**src/rtl/awgn_pkg.sv**
```systemverilog
// awgn_pkg: shared widths, scale constants and the output saturation helper
// for the AWGN channel model.
package awgn_pkg;

    localparam int DEF_DATA_W   = 16;
    localparam int DEF_NOISE_W  = 16;
    localparam int DEF_SCALE_W  = 16;
    localparam int DEF_SATCNT_W = 16;

    // Q1.15 unity gain and the shift that brings the product back to symbol LSBs
    localparam logic [15:0] SCALE_ONE   = 16'h8000;
    localparam int          SCALE_SHIFT = 15;

    // Adder width: symbol plus 18-bit scaled noise, both sign-extended
    localparam int SAT_IN_W = DEF_DATA_W + 3;

    typedef struct packed {
        logic [DEF_DATA_W-1:0] val;
        logic                  sat;
    } sat_res_t;

    // Clamp a (W+3)-bit signed value into W bits; flags when clamping happened.
    // The value fits when every bit from the W-bit sign position upward agrees.
    function automatic sat_res_t sat_w3(input logic [SAT_IN_W-1:0] x);
        sat_res_t r;
        r.sat = 1'b0;
        r.val = x[DEF_DATA_W-1:0];
        if (!(&x[SAT_IN_W-1:DEF_DATA_W-1]) && (|x[SAT_IN_W-1:DEF_DATA_W-1])) begin
            r.sat = 1'b1;
            r.val = x[SAT_IN_W-1] ? {1'b1, {(DEF_DATA_W-1){1'b0}}}
                                  : {1'b0, {(DEF_DATA_W-1){1'b1}}};
        end
        return r;
    endfunction

endpackage

```
**src/rtl/awgn_channel_if.sv**
```systemverilog
// awgn_channel_if: symbol, noise, scale, output and statistics signals of the
// AWGN channel. The 'slave' modport is the channel itself; 'master' is the
// side that feeds symbols/noise and consumes the noisy stream.
interface awgn_channel_if #(
    parameter int DATA_W   = 16,
    parameter int NOISE_W  = 16,
    parameter int SCALE_W  = 16,
    parameter int SATCNT_W = 16
);
    logic [NOISE_W-1:0]  noise_in;
    logic [DATA_W-1:0]   sym_in;
    logic                sym_valid;
    logic                sym_last;
    logic                sym_ready;
    logic [SCALE_W-1:0]  scale_in;
    logic                scale_wr;
    logic [DATA_W-1:0]   ch_out;
    logic                ch_valid;
    logic                ch_last;
    logic                ch_ready;
    logic [SATCNT_W-1:0] sat_count;
    logic                stats_clr;
    logic [31:0]         noise_sum;
    logic [47:0]         noise_sq_sum;
    logic [31:0]         stats_n;

    modport slave (
        input  noise_in, sym_in, sym_valid, sym_last, scale_in, scale_wr,
               ch_ready, stats_clr,
        output sym_ready, ch_out, ch_valid, ch_last, sat_count,
               noise_sum, noise_sq_sum, stats_n
    );

    modport master (
        output noise_in, sym_in, sym_valid, sym_last, scale_in, scale_wr,
               ch_ready, stats_clr,
        input  sym_ready, ch_out, ch_valid, ch_last, sat_count,
               noise_sum, noise_sq_sum, stats_n
    );
endinterface

```
**src/rtl/awgn_noise_scale.sv**
```systemverilog
// awgn_noise_scale: S2 of the channel pipeline. Registers
// (signed noise * unsigned Q1.15 scale) >>> 15 as an 18-bit signed value and
// carries the symbol, last flag and valid bit alongside it.
module awgn_noise_scale
    import awgn_pkg::*;
#(
    parameter int DATA_W  = DEF_DATA_W,
    parameter int NOISE_W = DEF_NOISE_W,
    parameter int SCALE_W = DEF_SCALE_W
) (
    input  logic               clock,
    input  logic               reset,
    input  logic               i_load_en,
    input  logic               i_valid,
    input  logic [DATA_W-1:0]  i_sym,
    input  logic [NOISE_W-1:0] i_noise,
    input  logic [SCALE_W-1:0] i_scale,
    input  logic               i_last,
    output logic               o_valid,
    output logic [DATA_W-1:0]  o_sym,
    output logic [NOISE_W+1:0] o_scaled,
    output logic               o_last
);
    // Scale is zero-extended so the multiply stays signed without changing its value
    logic signed [NOISE_W+SCALE_W:0] w_prod;
    logic        [NOISE_W+1:0]       w_scaled;

    assign w_prod   = $signed(i_noise) * $signed({1'b0, i_scale});
    // Taking the upper bits of a signed product is an arithmetic shift (floor)
    assign w_scaled = w_prod[SCALE_SHIFT +: NOISE_W+2];

    // Stage register: loads when empty or when its contents move on
    always_ff @(posedge clock) begin
        if (reset) begin
            o_valid  <= 1'b0;
            o_sym    <= '0;
            o_scaled <= '0;
            o_last   <= 1'b0;
        end else if (i_load_en) begin
            o_valid <= i_valid;
            if (i_valid) begin
                o_sym    <= i_sym;
                o_scaled <= w_scaled;
                o_last   <= i_last;
            end
        end
    end

endmodule

```
**src/rtl/awgn_channel.sv**
```systemverilog
// awgn_channel: adds scaled Gaussian noise to a signed symbol stream.
// 3-stage valid/ready pipeline (capture, scale, saturating add), frame-
// synchronous noise-scale update and a sticky saturation counter.
// Optional noise statistics accumulators are built when AWGN_STATS_EN is
// defined; otherwise the statistics outputs are tied to zero.
module awgn_channel
    import awgn_pkg::*;
#(
    parameter int DATA_W   = DEF_DATA_W,
    parameter int NOISE_W  = DEF_NOISE_W,
    parameter int SCALE_W  = DEF_SCALE_W,
    parameter int SATCNT_W = DEF_SATCNT_W
) (
    input  logic           clock,
    input  logic           reset,
    awgn_channel_if.slave  bus
);
    // ---------------- pipeline control ----------------
    logic w_s1_load, w_s2_load, w_s3_load, w_accept;
    logic w_s2_valid;

    logic               r_s1_valid;
    logic [DATA_W-1:0]  r_s1_sym;
    logic [NOISE_W-1:0] r_s1_noise;
    logic [SCALE_W-1:0] r_s1_scale;
    logic               r_s1_last;

    logic [DATA_W-1:0]  w_s2_sym;
    logic [NOISE_W+1:0] w_s2_scaled;
    logic               w_s2_last;

    logic                r_s3_valid;
    logic [DATA_W-1:0]   r_s3_out;
    logic                r_s3_last;
    logic [SATCNT_W-1:0] r_sat_cnt;

    logic [SCALE_W-1:0] r_shadow_scale;
    logic [SCALE_W-1:0] r_active_scale;
    logic               r_scale_pending;

    // Each stage loads when empty or when its occupant leaves this cycle;
    // the ready chain is purely combinational back from ch_ready.
    assign w_s3_load = !r_s3_valid || bus.ch_ready;
    assign w_s2_load = !w_s2_valid || w_s3_load;
    assign w_s1_load = !r_s1_valid || w_s2_load;
    assign w_accept  = bus.sym_valid && w_s1_load;

    assign bus.sym_ready = w_s1_load;

    // Scale shadow/active pair: active only changes on a frame-last accept
    always_ff @(posedge clock) begin
        if (reset) begin
            r_shadow_scale  <= SCALE_W'(SCALE_ONE);
            r_active_scale  <= SCALE_W'(SCALE_ONE);
            r_scale_pending <= 1'b0;
        end else begin
            if (bus.scale_wr) begin
                r_shadow_scale  <= bus.scale_in;
                r_scale_pending <= 1'b1;
            end
            // A write landing in the same cycle as the last accept is forwarded
            if (w_accept && bus.sym_last && (r_scale_pending || bus.scale_wr)) begin
                r_active_scale  <= bus.scale_wr ? bus.scale_in : r_shadow_scale;
                r_scale_pending <= 1'b0;
            end
        end
    end

    // S1: capture symbol, the noise of the accept cycle and the scale in force
    // before any update triggered by this same accept
    always_ff @(posedge clock) begin
        if (reset) begin
            r_s1_valid <= 1'b0;
            r_s1_sym   <= '0;
            r_s1_noise <= '0;
            r_s1_scale <= '0;
            r_s1_last  <= 1'b0;
        end else if (w_s1_load) begin
            r_s1_valid <= bus.sym_valid;
            if (bus.sym_valid) begin
                r_s1_sym   <= bus.sym_in;
                r_s1_noise <= bus.noise_in;
                r_s1_scale <= r_active_scale;
                r_s1_last  <= bus.sym_last;
            end
        end
    end

    // ---------------- S2: multiply / shift ----------------
    awgn_noise_scale #(
        .DATA_W  (DATA_W),
        .NOISE_W (NOISE_W),
        .SCALE_W (SCALE_W)
    ) u_noise_scale (
        .clock     (clock),
        .reset     (reset),
        .i_load_en (w_s2_load),
        .i_valid   (r_s1_valid),
        .i_sym     (r_s1_sym),
        .i_noise   (r_s1_noise),
        .i_scale   (r_s1_scale),
        .i_last    (r_s1_last),
        .o_valid   (w_s2_valid),
        .o_sym     (w_s2_sym),
        .o_scaled  (w_s2_scaled),
        .o_last    (w_s2_last)
    );

    // ---------------- S3: saturating add ----------------
    logic [DATA_W+2:0] w_sum;
    sat_res_t          w_sat;

    assign w_sum = {{3{w_s2_sym[DATA_W-1]}}, w_s2_sym}
                 + {{(DATA_W+1-NOISE_W){w_s2_scaled[NOISE_W+1]}}, w_s2_scaled};
    assign w_sat = sat_w3(w_sum);

    // S3 output register and sticky saturation counter
    always_ff @(posedge clock) begin
        if (reset) begin
            r_s3_valid <= 1'b0;
            r_s3_out   <= '0;
            r_s3_last  <= 1'b0;
            r_sat_cnt  <= '0;
        end else if (w_s3_load) begin
            r_s3_valid <= w_s2_valid;
            if (w_s2_valid) begin
                r_s3_out  <= w_sat.val;
                r_s3_last <= w_s2_last;
                if (w_sat.sat && (r_sat_cnt != '1))
                    r_sat_cnt <= r_sat_cnt + 1'b1;
            end
        end
    end

    assign bus.ch_out    = r_s3_out;
    assign bus.ch_valid  = r_s3_valid;
    assign bus.ch_last   = r_s3_last;
    assign bus.sat_count = r_sat_cnt;

    // ---------------- optional noise statistics ----------------
`ifdef AWGN_STATS_EN
    logic [31:0]               r_noise_sum;
    logic [47:0]               r_noise_sq_sum;
    logic [31:0]               r_stats_n;
    logic signed [2*NOISE_W+3:0] w_sq;

    assign w_sq = $signed(w_s2_scaled) * $signed(w_s2_scaled);

    // Accumulate on every S3 load of a valid sample; clear beats a load
    always_ff @(posedge clock) begin
        if (reset || bus.stats_clr) begin
            r_noise_sum    <= '0;
            r_noise_sq_sum <= '0;
            r_stats_n      <= '0;
        end else if (w_s3_load && w_s2_valid) begin
            r_noise_sum    <= r_noise_sum
                            + {{(32-NOISE_W-2){w_s2_scaled[NOISE_W+1]}}, w_s2_scaled};
            r_noise_sq_sum <= r_noise_sq_sum + {{(48-2*NOISE_W-4){1'b0}}, w_sq};
            r_stats_n      <= r_stats_n + 32'd1;
        end
    end

    assign bus.noise_sum    = r_noise_sum;
    assign bus.noise_sq_sum = r_noise_sq_sum;
    assign bus.stats_n      = r_stats_n;
`else
    logic w_unused_stats_clr;
    assign w_unused_stats_clr = bus.stats_clr;

    assign bus.noise_sum    = '0;
    assign bus.noise_sq_sum = '0;
    assign bus.stats_n      = '0;
`endif

endmodule

```
**src/flat_wrapper.sv**
```systemverilog
// flat-port wrapper written by rule: the top's interface ports become plain ports
module awgn_channel_flat import awgn_pkg::*;
#(
    parameter int DATA_W   = DEF_DATA_W,
    parameter int NOISE_W  = DEF_NOISE_W,
    parameter int SCALE_W  = DEF_SCALE_W,
    parameter int SATCNT_W = DEF_SATCNT_W
)
  (clock, reset, bus_noise_in, bus_sym_in, bus_sym_valid, bus_sym_last, bus_scale_in, bus_scale_wr, bus_ch_ready, bus_stats_clr, bus_sym_ready, bus_ch_out, bus_ch_valid, bus_ch_last, bus_sat_count, bus_noise_sum, bus_noise_sq_sum, bus_stats_n);
  awgn_channel_if #(.DATA_W(DATA_W), .NOISE_W(NOISE_W), .SCALE_W(SCALE_W), .SATCNT_W(SATCNT_W)) bus_i ();
  input  logic clock;
  input  logic reset;
  input wire logic [$bits(bus_i.noise_in)-1:0] bus_noise_in;
  input wire logic [$bits(bus_i.sym_in)-1:0] bus_sym_in;
  input wire logic [$bits(bus_i.sym_valid)-1:0] bus_sym_valid;
  input wire logic [$bits(bus_i.sym_last)-1:0] bus_sym_last;
  input wire logic [$bits(bus_i.scale_in)-1:0] bus_scale_in;
  input wire logic [$bits(bus_i.scale_wr)-1:0] bus_scale_wr;
  input wire logic [$bits(bus_i.ch_ready)-1:0] bus_ch_ready;
  input wire logic [$bits(bus_i.stats_clr)-1:0] bus_stats_clr;
  output wire logic [$bits(bus_i.sym_ready)-1:0] bus_sym_ready;
  output wire logic [$bits(bus_i.ch_out)-1:0] bus_ch_out;
  output wire logic [$bits(bus_i.ch_valid)-1:0] bus_ch_valid;
  output wire logic [$bits(bus_i.ch_last)-1:0] bus_ch_last;
  output wire logic [$bits(bus_i.sat_count)-1:0] bus_sat_count;
  output wire logic [$bits(bus_i.noise_sum)-1:0] bus_noise_sum;
  output wire logic [$bits(bus_i.noise_sq_sum)-1:0] bus_noise_sq_sum;
  output wire logic [$bits(bus_i.stats_n)-1:0] bus_stats_n;
  assign bus_i.noise_in = bus_noise_in;
  assign bus_i.sym_in = bus_sym_in;
  assign bus_i.sym_valid = bus_sym_valid;
  assign bus_i.sym_last = bus_sym_last;
  assign bus_i.scale_in = bus_scale_in;
  assign bus_i.scale_wr = bus_scale_wr;
  assign bus_i.ch_ready = bus_ch_ready;
  assign bus_i.stats_clr = bus_stats_clr;
  assign bus_sym_ready = bus_i.sym_ready;
  assign bus_ch_out = bus_i.ch_out;
  assign bus_ch_valid = bus_i.ch_valid;
  assign bus_ch_last = bus_i.ch_last;
  assign bus_sat_count = bus_i.sat_count;
  assign bus_noise_sum = bus_i.noise_sum;
  assign bus_noise_sq_sum = bus_i.noise_sq_sum;
  assign bus_stats_n = bus_i.stats_n;
  awgn_channel #(.DATA_W(DATA_W), .NOISE_W(NOISE_W), .SCALE_W(SCALE_W), .SATCNT_W(SATCNT_W)) u_core (.clock(clock), .reset(reset), .bus(bus_i));
endmodule
```
**config.mk**
```make
export PLATFORM = sky130hd
export DESIGN_NAME = awgn_channel_flat
export DESIGN_NICKNAME = d
export VERILOG_FILES = /design/src/rtl/awgn_pkg.sv /design/src/rtl/awgn_channel_if.sv /design/src/rtl/awgn_noise_scale.sv /design/src/rtl/awgn_channel.sv /design/src/flat_wrapper.sv
export SDC_FILE = /design/constraint.sdc
export NUM_CORES = 1
export LEC_CHECK = 0
export ABC_AREA = 1
export ABC_CLOCK_PERIOD_IN_PS = 8900
export CAP_MARGIN = 20
export CORE_MARGIN = 4
export CORE_UTILIZATION = 45
export DETAILED_ROUTE_END_ITERATION = 8
export GPL_ROUTABILITY_DRIVEN = 0
export PLACE_DENSITY = 0.79
export SLEW_MARGIN = 20
export SYNTH_ARGS = -nofsm -noshare
export SYNTH_HDL_FRONTEND = slang
export SYNTH_SLANG_ARGS = --single-unit
```
**constraint.sdc**
```tcl
create_clock -name clock -period 8.9 [get_ports clock]
set_clock_uncertainty 0.2 [all_clocks]
set_input_delay 1.78 -clock clock [delete_from_list [all_inputs] [get_ports clock]]
set_output_delay 1.78 -clock clock [all_outputs]
set_load 0.05 [all_outputs]
```
==> results_dict.tcl <==
set metrics [dict create \
    status "finished clean" \
    netlist_top_cells_area "fa_1 23%, dfxtp_1 18%, ha_1 10%" \
    htreeDepth 4 \
    grt_max_degree 93 \
    tightest_slew_ns 1.087 \
    dieArea_um2 40890 \
    synth.cell_area_um2 16970 \
    yosysSeqAreaShare_pct 18.05 \
    start_util_pct 46.03 \
    dp_hpwl_um 31200 \
    hold_class "flop to flop" \
    fin_nets 2706 \
    worstPathRequired_ns 9.02 \
    async_reset_ff_share_pct 0 \
    worstSetupPathType "flop to flop" \
    tns_ns 0 \
    chipHeight_um 202.2 \
    slowest_delay_ns 0.83 \
    coreArea_um2 36870 \
    rsz0062_at_grt "false" \
    post-route-period-util_pct 71.28 \
    cts_resized 0 \
    synth_top_cell_by_area "fa_1" \
    placed_area_um2 17650 \
    max_freq_ghz 0.1576 \
    synth-edff-count 0 \
    grt_pass1_vias 14450 \
    antenna_found_initial 0 \
    holdBufCountCts 0 \
    cp-start-kind "flop" \
    cts_setup_buffers 0 \
    path_cells "nand2_1, fa_1, inv_1, fa_1, fa_1, fa_1, fa_1, inv_1, fa_1, inv_1, ha_1, a21oi_1, o21ai_0, a21oi_1, nor2_1, a211oi_1, a21oi_1, nor2_1, nor2_1" \
    slew_violations 0 \
    design_area_um2 18200 \
    track_usage_pct 19.54 \
    antenna_cells 0 \
    grt_pass1_wl_um 67760 \
    syn_avg_cell_area_um2 7.328 \
    drt_wl_total_um 39970 \
    cts.sinks 153 \
    cts_buffers 17 \
    synth_most_common_cell "inv_1" \
    endpoint_kind "flop" \
    synth_cell_type_count 45 \
    layout.cells.non_filler 2836 \
    clock_path_buffers 2 \
    hold_depth 2 \
    ys.warnings.count 0 \
    max-vdd-ir-drop_mv 0.1445 \
    synthFlopType "dfxtp_1" \
    drtAntennaViolNets 0 \
    synth.top_cell.area_share_pct 22.88 \
    vias 14220 \
    routedWlPerCell_um 14.09 \
    power_density_nw_per_um2 130.6 \
    cp_slowest_cell "dfxtp_1" \
    area_growth_pct 7.203 \
    portBuffers 88 \
    final-hold-violation-count 0 \
    tritoncts "built" \
    drcViolationCount 0 \
    synth_commonest_cells "453 x inv_1, 449 x nand2_1, 255 x nor2_1, 194 x fa_1, 153 x dfxtp_1" \
    drtIter0Drc 1040 \
    leakagePower_nw 9.775 \
    ios 202 \
    firstDrtPassIters 5 \
    total_power_w 0.002376 \
    rows 70 \
    die_w_um 202.2 \
    avgViaCountPerCell 5.012 \
    setup_viol 0 \
    ys_ff_latch 153 \
    drive_gt1_share_pct 3.645 \
    clkTransAtPathRegs_ns 0.07 \
    synthCells 2316 \
    max-cap-violations 0 \
    finalCriticalPeriod_ns 6.344 \
    root_buffer "clkbuf_16" \
    crit_path_frequent_cell "fa_1" \
    r2r_cells 19 \
    grt-ovfl-total 0 \
    cp_max_fo 17 \
    maxSlewHeadroom_pct 27.42 \
    arrival_ns 6.46 \
    dpl.cell_count 2804 \
    hold-worst-slack_ns 0.2540 \
    insertion_delay_ns 0.44 \
]
==> logic make-up after synthesis <==
logic type	share of synthesized area, %
AND/OR/NAND/NOR	20.38
other	0.02209
flip-flops	18.05
XOR/XNOR	1.651
AO/OA/AOI/OAI	8.124
multiplexers	0.9509
buffers and inverters	17.77
adder cells (fa/ha/maj)	33.06
==> worst max-delay path: cells and delay by family (launching register included) <==
family | cells | cell delay [ns]
buffers and inverters | 3 | 0.15
AOI/OAI and AO/OA | 5 | 1.13
and+or+nand+nor | 4 | 0.47
DFF | 1 | 0.83
adders and majority gates | 7 | 3.43
==> path summary, 6_finish.rpt <==
kind	startpoint	end	slack (ns)
worst max-delay path	u_core.r_s1_noise[7]	u_core.u_noise_scale.o_scaled[16]	2.56
worst min register to register	u_core.r_active_scale[3]	u_core.r_active_scale[3]	0.25
worst min-delay path	u_core.r_active_scale[3]	u_core.r_active_scale[3]	0.25
worst max register to register	u_core.r_s1_noise[7]	u_core.u_noise_scale.o_scaled[16]	2.56
==> sequential cells by signal, indices dropped and copies added, names as in the netlist, 16 cells and up <==
name	flops
u_core.r_s1_noise	16
u_core.bus.ch_out	16
u_core.r_active_scale	16
u_core.r_s1_scale	16
u_core.u_noise_scale.o_scaled	18
u_core.u_noise_scale.o_sym	16
u_core.r_shadow_scale	16
u_core.r_s1_sym	16
u_core.bus.sat_count	16
==> cell usage in the layout (no fill, tap or decap), types with 5 or more instances in the layout <==
| cell type | n |
|---|---|
| nand4_1 | 10 |
| nand2_2 | 9 |
| xor2_1 | 19 |
| nor2_2 | 5 |
| clkdlybuf4s50_1 | 87 |
| o21ai_0 | 118 |
| nor2_1 | 255 |
| inv_1 | 452 |
| buf_4 | 6 |
| conb_1 | 112 |
| nand3_1 | 76 |
| inv_2 | 7 |
| nand3_2 | 7 |
| or2_2 | 6 |
| a31oi_1 | 5 |
| a21oi_2 | 5 |
| o21a_1 | 5 |
| nor3_1 | 10 |
| ha_1 | 138 |
| clkbuf_16 | 17 |
| mux2i_1 | 15 |
| xnor2_1 | 13 |
| fa_1 | 194 |
| nand2_1 | 448 |
| o211ai_1 | 5 |
| dfxtp_1 | 153 |
| a21oi_1 | 112 |
==> area by class of cell <==
class,instances,area (um^2)
flip-flops and latches,153,3063
clock buffers,18,429.2
well taps,504,630.6
fillers,3511,18680
inverters,459,1723
clock inverters,14,115.1
repair buffers,94,920.9
multi-input cells,1594,11310
==> stage by stage <==
step	util [%]	setup WS (ns)
3_5_place_dp	47.87	2.649
5_1_grt	49.35	2.231
3_3_place_gp	47.87	2.710
2_1_floorplan	-	3.222
4_1_cts	49.35	2.610
6_report	49.35	2.556
==> metal layers <==
metal / wire length (um) / part of all wire (%) / GRT usage, %
met3: 2762 / 6.9 / 3.481
met2: 19750 / 49 / 33.88
met4: 890 / 2.2 / 5.820
met1: 16570 / 41 / 25.00
met5: 0 / 0 / 0
==> where the power goes <==
group / switching, W / total [W] / internal (W)
sequential: 0.0000751 / 0.000801 / 0.000726
combinational: 0.000593 / 0.000884 / 0.000291
clock: 0.000327 / 0.000691 / 0.000363
Note: power is estimated with default switching activity, not from simulation.
